`config.mk`:
```
export PLATFORM = sky130hd
export DESIGN_NAME = phase_sequence_counter
export DESIGN_NICKNAME = d
export VERILOG_FILES = /design/src/rtl/phase_sequence_counter.sv
export SDC_FILE = /design/constraint.sdc
export NUM_CORES = 1
export LEC_CHECK = 0
export ABC_AREA = 0
export CORE_AREA = 2 2 39 41
export DETAILED_ROUTE_END_ITERATION = 12
export DIE_AREA = 0 0 41 43
export SETUP_SLACK_MARGIN = 0.05
export SLEW_MARGIN = 10
export SYNTH_ARGS = -nofsm -noshare
export SYNTH_HDL_FRONTEND = slang
export SYNTH_SLANG_ARGS = --single-unit
```
`constraint.sdc`:
```
create_clock -name clk_i -period 1.25 [get_ports clk_i]
set_input_delay 0.25 -clock clk_i [delete_from_list [all_inputs] [get_ports clk_i]]
set_output_delay 0.25 -clock clk_i [all_outputs]
set_load 0.02 [all_outputs]
```
`src/rtl/phase_sequence_counter.sv`:
```
// phase_sequence_counter
//   N-phase sequence counter. A run latch gates a modulo-PHASES counter, and
//   the count is decoded to a one-hot phase bus that drives ALU micro-steps.
//
//   Parameters
//     PHASES     number of phases, 2..32
//     STOP_MODE  0 = stop at once on end_signal_i
//                1 = finish the current cycle and stop at the wrap to phase 0
//
//   Ports
//     clk_i           clock; all state changes on the rising edge
//     reset_i         synchronous reset, active low
//     begin_signal_i  start request (sets the run latch)
//     end_signal_i    stop request; wins over begin_signal_i
//     hold_i          stall; the count does not advance while high
//     running_o       run latch state
//     count_o         current phase index, 0..PHASES-1
//     phase_o         one-hot decode of count_o, also valid while idle
//     last_phase_o    running and count at PHASES-1
//     cycle_done_o    one-cycle pulse after the count wraps PHASES-1 -> 0
//     cycles_o        completed-cycle counter, saturating at 16'hFFFF
//                     (present only when SEQ_CYCLE_COUNT_EN is defined)
//
//   Build option SEQ_CYCLE_COUNT_EN adds cycles_o. It is cleared by reset and
//   by a start that is accepted while idle.
//
//   state         | meaning
//   --------------+-------------------------------------------------------
//   ST_IDLE       | run latch clear; the count is frozen
//   ST_RUN        | run latch set; the count advances unless held
//   ST_STOP_PEND  | still running; the stop takes effect at the next wrap
//                 | (reachable only when STOP_MODE is 1)
module phase_sequence_counter #(
  parameter int PHASES    = 5,
  parameter int STOP_MODE = 0,
  localparam int CNT_W    = $clog2(PHASES)
) (
  input  logic              clk_i,
  input  logic              reset_i,
  input  logic              begin_signal_i,
  input  logic              end_signal_i,
  input  logic              hold_i,
  output logic              running_o,
  output logic [CNT_W-1:0]  count_o,
  output logic [PHASES-1:0] phase_o,
  output logic              last_phase_o,
  output logic              cycle_done_o
`ifdef SEQ_CYCLE_COUNT_EN
  ,
  output logic [15:0]       cycles_o
`endif
);

  typedef enum logic [1:0] {
    ST_IDLE      = 2'd0,
    ST_RUN       = 2'd1,
    ST_STOP_PEND = 2'd2
  } state_e;

  state_e           state_q, state_d;
  logic [CNT_W-1:0] count_q, count_d;
  logic             cycle_done_q;
  logic             running;
  logic             at_last;
  logic             advance;
  logic             wrap;
  logic             start_req;

  assign running   = (state_q != ST_IDLE);
  assign at_last   = (count_q == CNT_W'(PHASES - 1));
  // The counter sees the registered run latch, so a start sampled at one edge
  // first advances the count at the following edge.
  assign advance   = running && !hold_i;
  assign wrap      = advance && at_last;
  assign start_req = begin_signal_i && !end_signal_i;

  always_comb begin
    state_d = state_q;
    count_d = count_q;
    if (advance) begin
      count_d = at_last ? '0 : count_q + CNT_W'(1);
    end
    case (state_q)
      ST_IDLE: begin
        if (start_req) state_d = ST_RUN;
      end
      ST_RUN: begin
        // An end request that lands on the wrap edge in stop-at-wrap mode
        // stops right there: the count is already going back to 0.
        if (end_signal_i) begin
          if ((STOP_MODE == 0) || wrap) state_d = ST_IDLE;
          else                          state_d = ST_STOP_PEND;
        end
      end
      ST_STOP_PEND: begin
        // A fresh start request cancels the pending stop.
        if (start_req)  state_d = ST_RUN;
        else if (wrap)  state_d = ST_IDLE;
      end
      default: state_d = ST_IDLE;
    endcase
  end

  always_ff @(posedge clk_i) begin
    if (!reset_i) begin
      state_q      <= ST_IDLE;
      count_q      <= '0;
      cycle_done_q <= 1'b0;
    end else begin
      state_q      <= state_d;
      count_q      <= count_d;
      cycle_done_q <= wrap;
    end
  end

  always_comb begin
    phase_o = '0;
    for (int i = 0; i < PHASES; i++) begin
      phase_o[i] = (count_q == CNT_W'(i));
    end
  end

  assign running_o    = running;
  assign count_o      = count_q;
  assign last_phase_o = running && at_last;
  assign cycle_done_o = cycle_done_q;

`ifdef SEQ_CYCLE_COUNT_EN
  logic [15:0] cycles_q, cycles_d;

  // A start accepted while idle and a wrap can never share an edge, because a
  // wrap needs the run latch already set.
  always_comb begin
    cycles_d = cycles_q;
    if ((state_q == ST_IDLE) && start_req) begin
      cycles_d = '0;
    end else if (wrap && (cycles_q != 16'hFFFF)) begin
      cycles_d = cycles_q + 16'd1;
    end
  end

  always_ff @(posedge clk_i) begin
    if (!reset_i) cycles_q <= '0;
    else          cycles_q <= cycles_d;
  end

  assign cycles_o = cycles_q;
`endif

endmodule
```
After elaboration in Yosys (flattened, before gate mapping)

Cells that the tools add are included.
Widths: inputs -> output; s select.

Reduce and logical (&&, ||, !) cells: 10
Equal/unequal tests: 9
$add $sub $neg: 1
Muxes and demuxes: 6

Operators with widths:

| kind                | count |
|---|---|
| $mux 2              | 4 |
| $eq 3x2->1 const B  | 2 |
| $pmux 2 s3          | 1 |
| $logic_and 1x1->1   | 4 |
| $ne 2x2->1 const B  | 2 |
| $add 3x1->3 const B | 1 |
| $eq 3x1->1 const B  | 1 |
| $eq 3x3->1 const B  | 1 |
| $logic_not 3->1     | 1 |
| $mux 3              | 1 |
| $ne 3x3->1 const B  | 1 |
| $reduce_and 3->1    | 1 |
| $eq 2x1->1 const B  | 1 |
| $eq 2x2->1 const B  | 1 |
| $logic_not 1->1     | 2 |
| $logic_not 2->1     | 1 |
| $reduce_bool 2->1   | 1 |

Output and inout port bits: 11
Input port bits: 5
Flip-flop bits (word level): 6

Logic depth before layout (Yosys ltp)

Depth in word-level cells: 6
Mapped depth: 5

Least setup slack after synthesis

Ideal clock, no wire load.

Path kind: register to output
Start: reg count_q[0] (netlist: count_o[0])
End: out phase_o[4]
Cell stages (with the launch flop): 6
Arrival: 1.115 ns
Setup slack: -0.115 ns
Required time: 1.000 ns
Path through: dfxtp_1 inv_1 ha_1 nand2_2 inv_1 buf_4

Word-level cells in the longest chain between the ends: 1

Ends and longest elaborated chain:

| element                | RTL line | RTL |
|---|---|---|
| from (decl)            | 61       | `logic [CNT_W-1:0] count_q, count_d;` |
| from (signal assigned) | 111      | `count_q <= count_d;` |
| $eq 3x3->1             | n/a      |  |
| to (decl)              | 45       | `output logic [PHASES-1:0] phase_o,` |

No other way between the ends.

Worst setup path after layout

Start: reg count_q[0] (netlist: count_o[0])
End: out phase_o[1]

Word-level cells in the longest chain between the ends: 1

Ends and longest elaborated chain:

| element    | RTL line | RTL |
|---|---|---|
| $eq 3x1->1 | 119      | `phase_o[i] = (count_q == CNT_W'(i));` |

No other way between the ends.

==> run_results.csv <==
group,metric,value,unit
detailed_routing,vias,326,
clock_network,clk_latency,240,ps
finish,drive_gt1_share,65.6,%
clock_network,numCtsBuffers,3,
clock_network,tritoncts,"done",
detailed_routing,wirelength,765,um
critical_path,slowest_stage,"dfxtp_4",
logic_synthesis,synth-seq-area-share,34.2,%
status,failed_checks,"negative setup slack",
critical_path,max_stage_delay,360,ps
power_and_ir_drop,power_density,648,mW/mm^2
detailed_routing,dr.max_layer_used,"met3",
critical_path,critPathKind,"reg -> out",
placement,dp_cells,70,
run,maxCapViolCount,0,
finish,layout.cells.non_filler,77,
status,outcome,"complete, but fails checks",
placement,gp_congestion,0.731,
placement,io_buffer_count,15,
detailed_routing,wl_met2,374,um
global_routing,grt_usage,10.7,%
logic_synthesis,netlist.area_leader.share,34.2,%
sta,whs,517,ps
sta,maxSlewHeadroom,83.0,%
logic_synthesis,synth_commonest_cells,"dfxtp_1, ha_1, nand3_1",
placement,hpwl,564,um
critical_path,crit_path_max_fanout,3,
floorplanning,die_width,41,um
detailed_routing,drt_first_pass_iters,2,
finish,num-fill-cells,147,
logic_synthesis,synth_ff_type,"dfxtp_1",
detailed_routing,met1Wirelength,295,um
sta,hold_viol,0,
sta,max_slew.worst_pin.slew,255,ps
floorplanning,die_h,43,um
clock_network,cts.sinks,5,
hold_path,min_path_type,"reg -> reg",
sta,finClkSkew,3.49,ps
finish,syn2layout_area_growth,121,%
finish,fin_area,648,um^2
logic_synthesis,synthesis.nets,43,
detailed_routing,route.met3.wl,94,um
clock_network,clk_pin_slew,50,ps
sta,finalSetupTns,-691,ps
sta,setup_viol,6,
floorplanning,start_util,21.2,%
sta,post-route-min-period,1390,ps
logic_synthesis,synth_edf_count,0,
logic_synthesis,synth.cell_area,293,um^2
sta,setup_slack,-138,ps
floorplanning,pin_count,16,
floorplanning,coreArea,0.00138,mm^2
logic_synthesis,syn_area_per_cell,8.87,um^2
floorplanning,dieArea,0.00176,mm^2
critical_path,cp_cell_sequence,"buf_6 -> ha_4 -> and2b_1 -> buf_6",
logic_synthesis,netlist_instances,33,
detailed_routing,drt_iter0_drc,4,
logic_synthesis,ys_types,15,
finish,layout.nets,72,
global_routing,grt_pass1_wl,1190,um
logic_synthesis,synth-seq-cells,5,
critical_path,cp.required,1000,ps
detailed_routing,drc_errors,0,
critical_path,critPathCaptureType,"primary output",
global_routing,grt_max_degree,9,
detailed_routing,viasPerCell,4.23,
clock_network,htree_levels,1,
critical_path,cp_top_family,"flip-flops",
sta,max_freq,720,MHz
global_routing,grt_overflow,0,
logic_synthesis,synth_area_leader_cell,"dfxtp_1",
placement,dpl_cell_area,534,um^2
clock_network,clock_path_buffers,2,
global_routing,antenna_found_initial,0,
sta,maxSlewViolCount,0,
logic_synthesis,ys_top_cells_by_area,"dfxtp_1, ha_1, nand3_1",
critical_path,worstPathArrival,1140,ps
detailed_routing,wl_per_cell,9.94,um
power_and_ir_drop,ir_drop,0.489,mV
critical_path,start_kind,"flop",
finish,antenna_cells,0,
logic_synthesis,async_reset_ff_share,0,%
power_and_ir_drop,p_leak,0.289,nW
sta,rsz0062_at_grt,"true",
detailed_routing,ant_nets,0,
global_routing,grt_pass1_vias,290,
clock_network,cts_hold_buffers,0,
critical_path,path_buf_inv,2,
critical_path,cp_common_cell,"buf_6",
logic_synthesis,yosys_warnings,0,
clock_network,cts-root-buf,"clkbuf_4",
floorplanning,num_rows,14,
sta,fin_crit_sh,111,%
state kept, by name (all words and copies together) (netlist names):
name,count
state_q,1
cycle_done_o,1
count_o,3
layout make-up:
| type | instances | area [um^2] | share of cell area [%] |
|---|---|---|---|
| Multi-Input combinational cell | 22 | 244 | 37.6 |
| Timing Repair Buffer | 25 | 223 | 34.4 |
| Sequential cell | 5 | 111 | 17.2 |
| Clock buffer | 4 | 26.3 | 4.05 |
| Inverter | 5 | 23.8 | 3.67 |
| Tap cell | 16 | 20.0 | 3.09 |
cells in the final DEF (no fill, tap or decap), types with 2 or more instances in the layout:
cell             Yosys  routed
clkdlybuf4s50_1      0       4
inv_4                0       2
buf_4                1       7
buf_6                0       9
buf_2                0       4
ha_4                 0       5
nand3_1              5       5
nor3_1               2       2
dfxtp_1              5       2
o21ai_0              2       2
dfxtp_4              0       3
clkbuf_4             0       3
inv_2                1       2
metrics by stage:
| step | util, % | worst slack (ps) | total power [mW] |
|---|---|---|---|
| floorplan | - | 42.8 | 0.187 |
| detailed placement | 38.6 | -388 | 0.225 |
| CTS | 44.8 | -152 | 0.423 |
| global route | 46.8 | -171 | 0.440 |
| finish | 46.8 | -138 | 0.420 |
| global placement | 38.6 | -367 | 0.224 |
metal layers:
metal	GRT usage [%]	up-vias
met5	0	-
met4	4.00	0
met3	7.85	0
met2	15.9	17
met1	11.0	144
li1	-	165
power by group:
part | internal, mW | switching, mW
Clock | 0.121 | 0.0681
Combinational | 0.0397 | 0.0300
Sequential | 0.158 | 0.00369
cell families (layout without fill, tap and decap cells):
kind of cell	after synthesis	after routing	share of synthesized area, %
buffers and inverters	6	34	8.97
and+or+nand+nor	14	14	26.5
AOI/OAI and AO/OA	3	3	8.98
DFF	5	5	34.2
adders and majority gates	5	5	21.4
path summary, 6_finish.rpt:
check | cells after the start | to | startpoint | slack [ps]
setup / recovery | 4 | phase_o[1] | count_o[0] | -140
hold / removal | 2 | state_q[0] | state_q[0] | 520
setup reg to reg | 4 | count_o[2] | count_o[0] | 20
hold reg to reg | 2 | state_q[0] | state_q[0] | 520
repair_timing:
action | CTS | global route
setup buffers | 2 | 1
pin swaps | 3 | 2
endpoints found under the setup margin | 12 | 7
gates resized for setup | 65 | 7
worst min-delay path: cells and delay by family (launching register included):
kind / cells / cell delay [ps]
and+or+nand+nor: 2 / 160
DFF: 1 / 320
(Power assumes the default switching activity.)
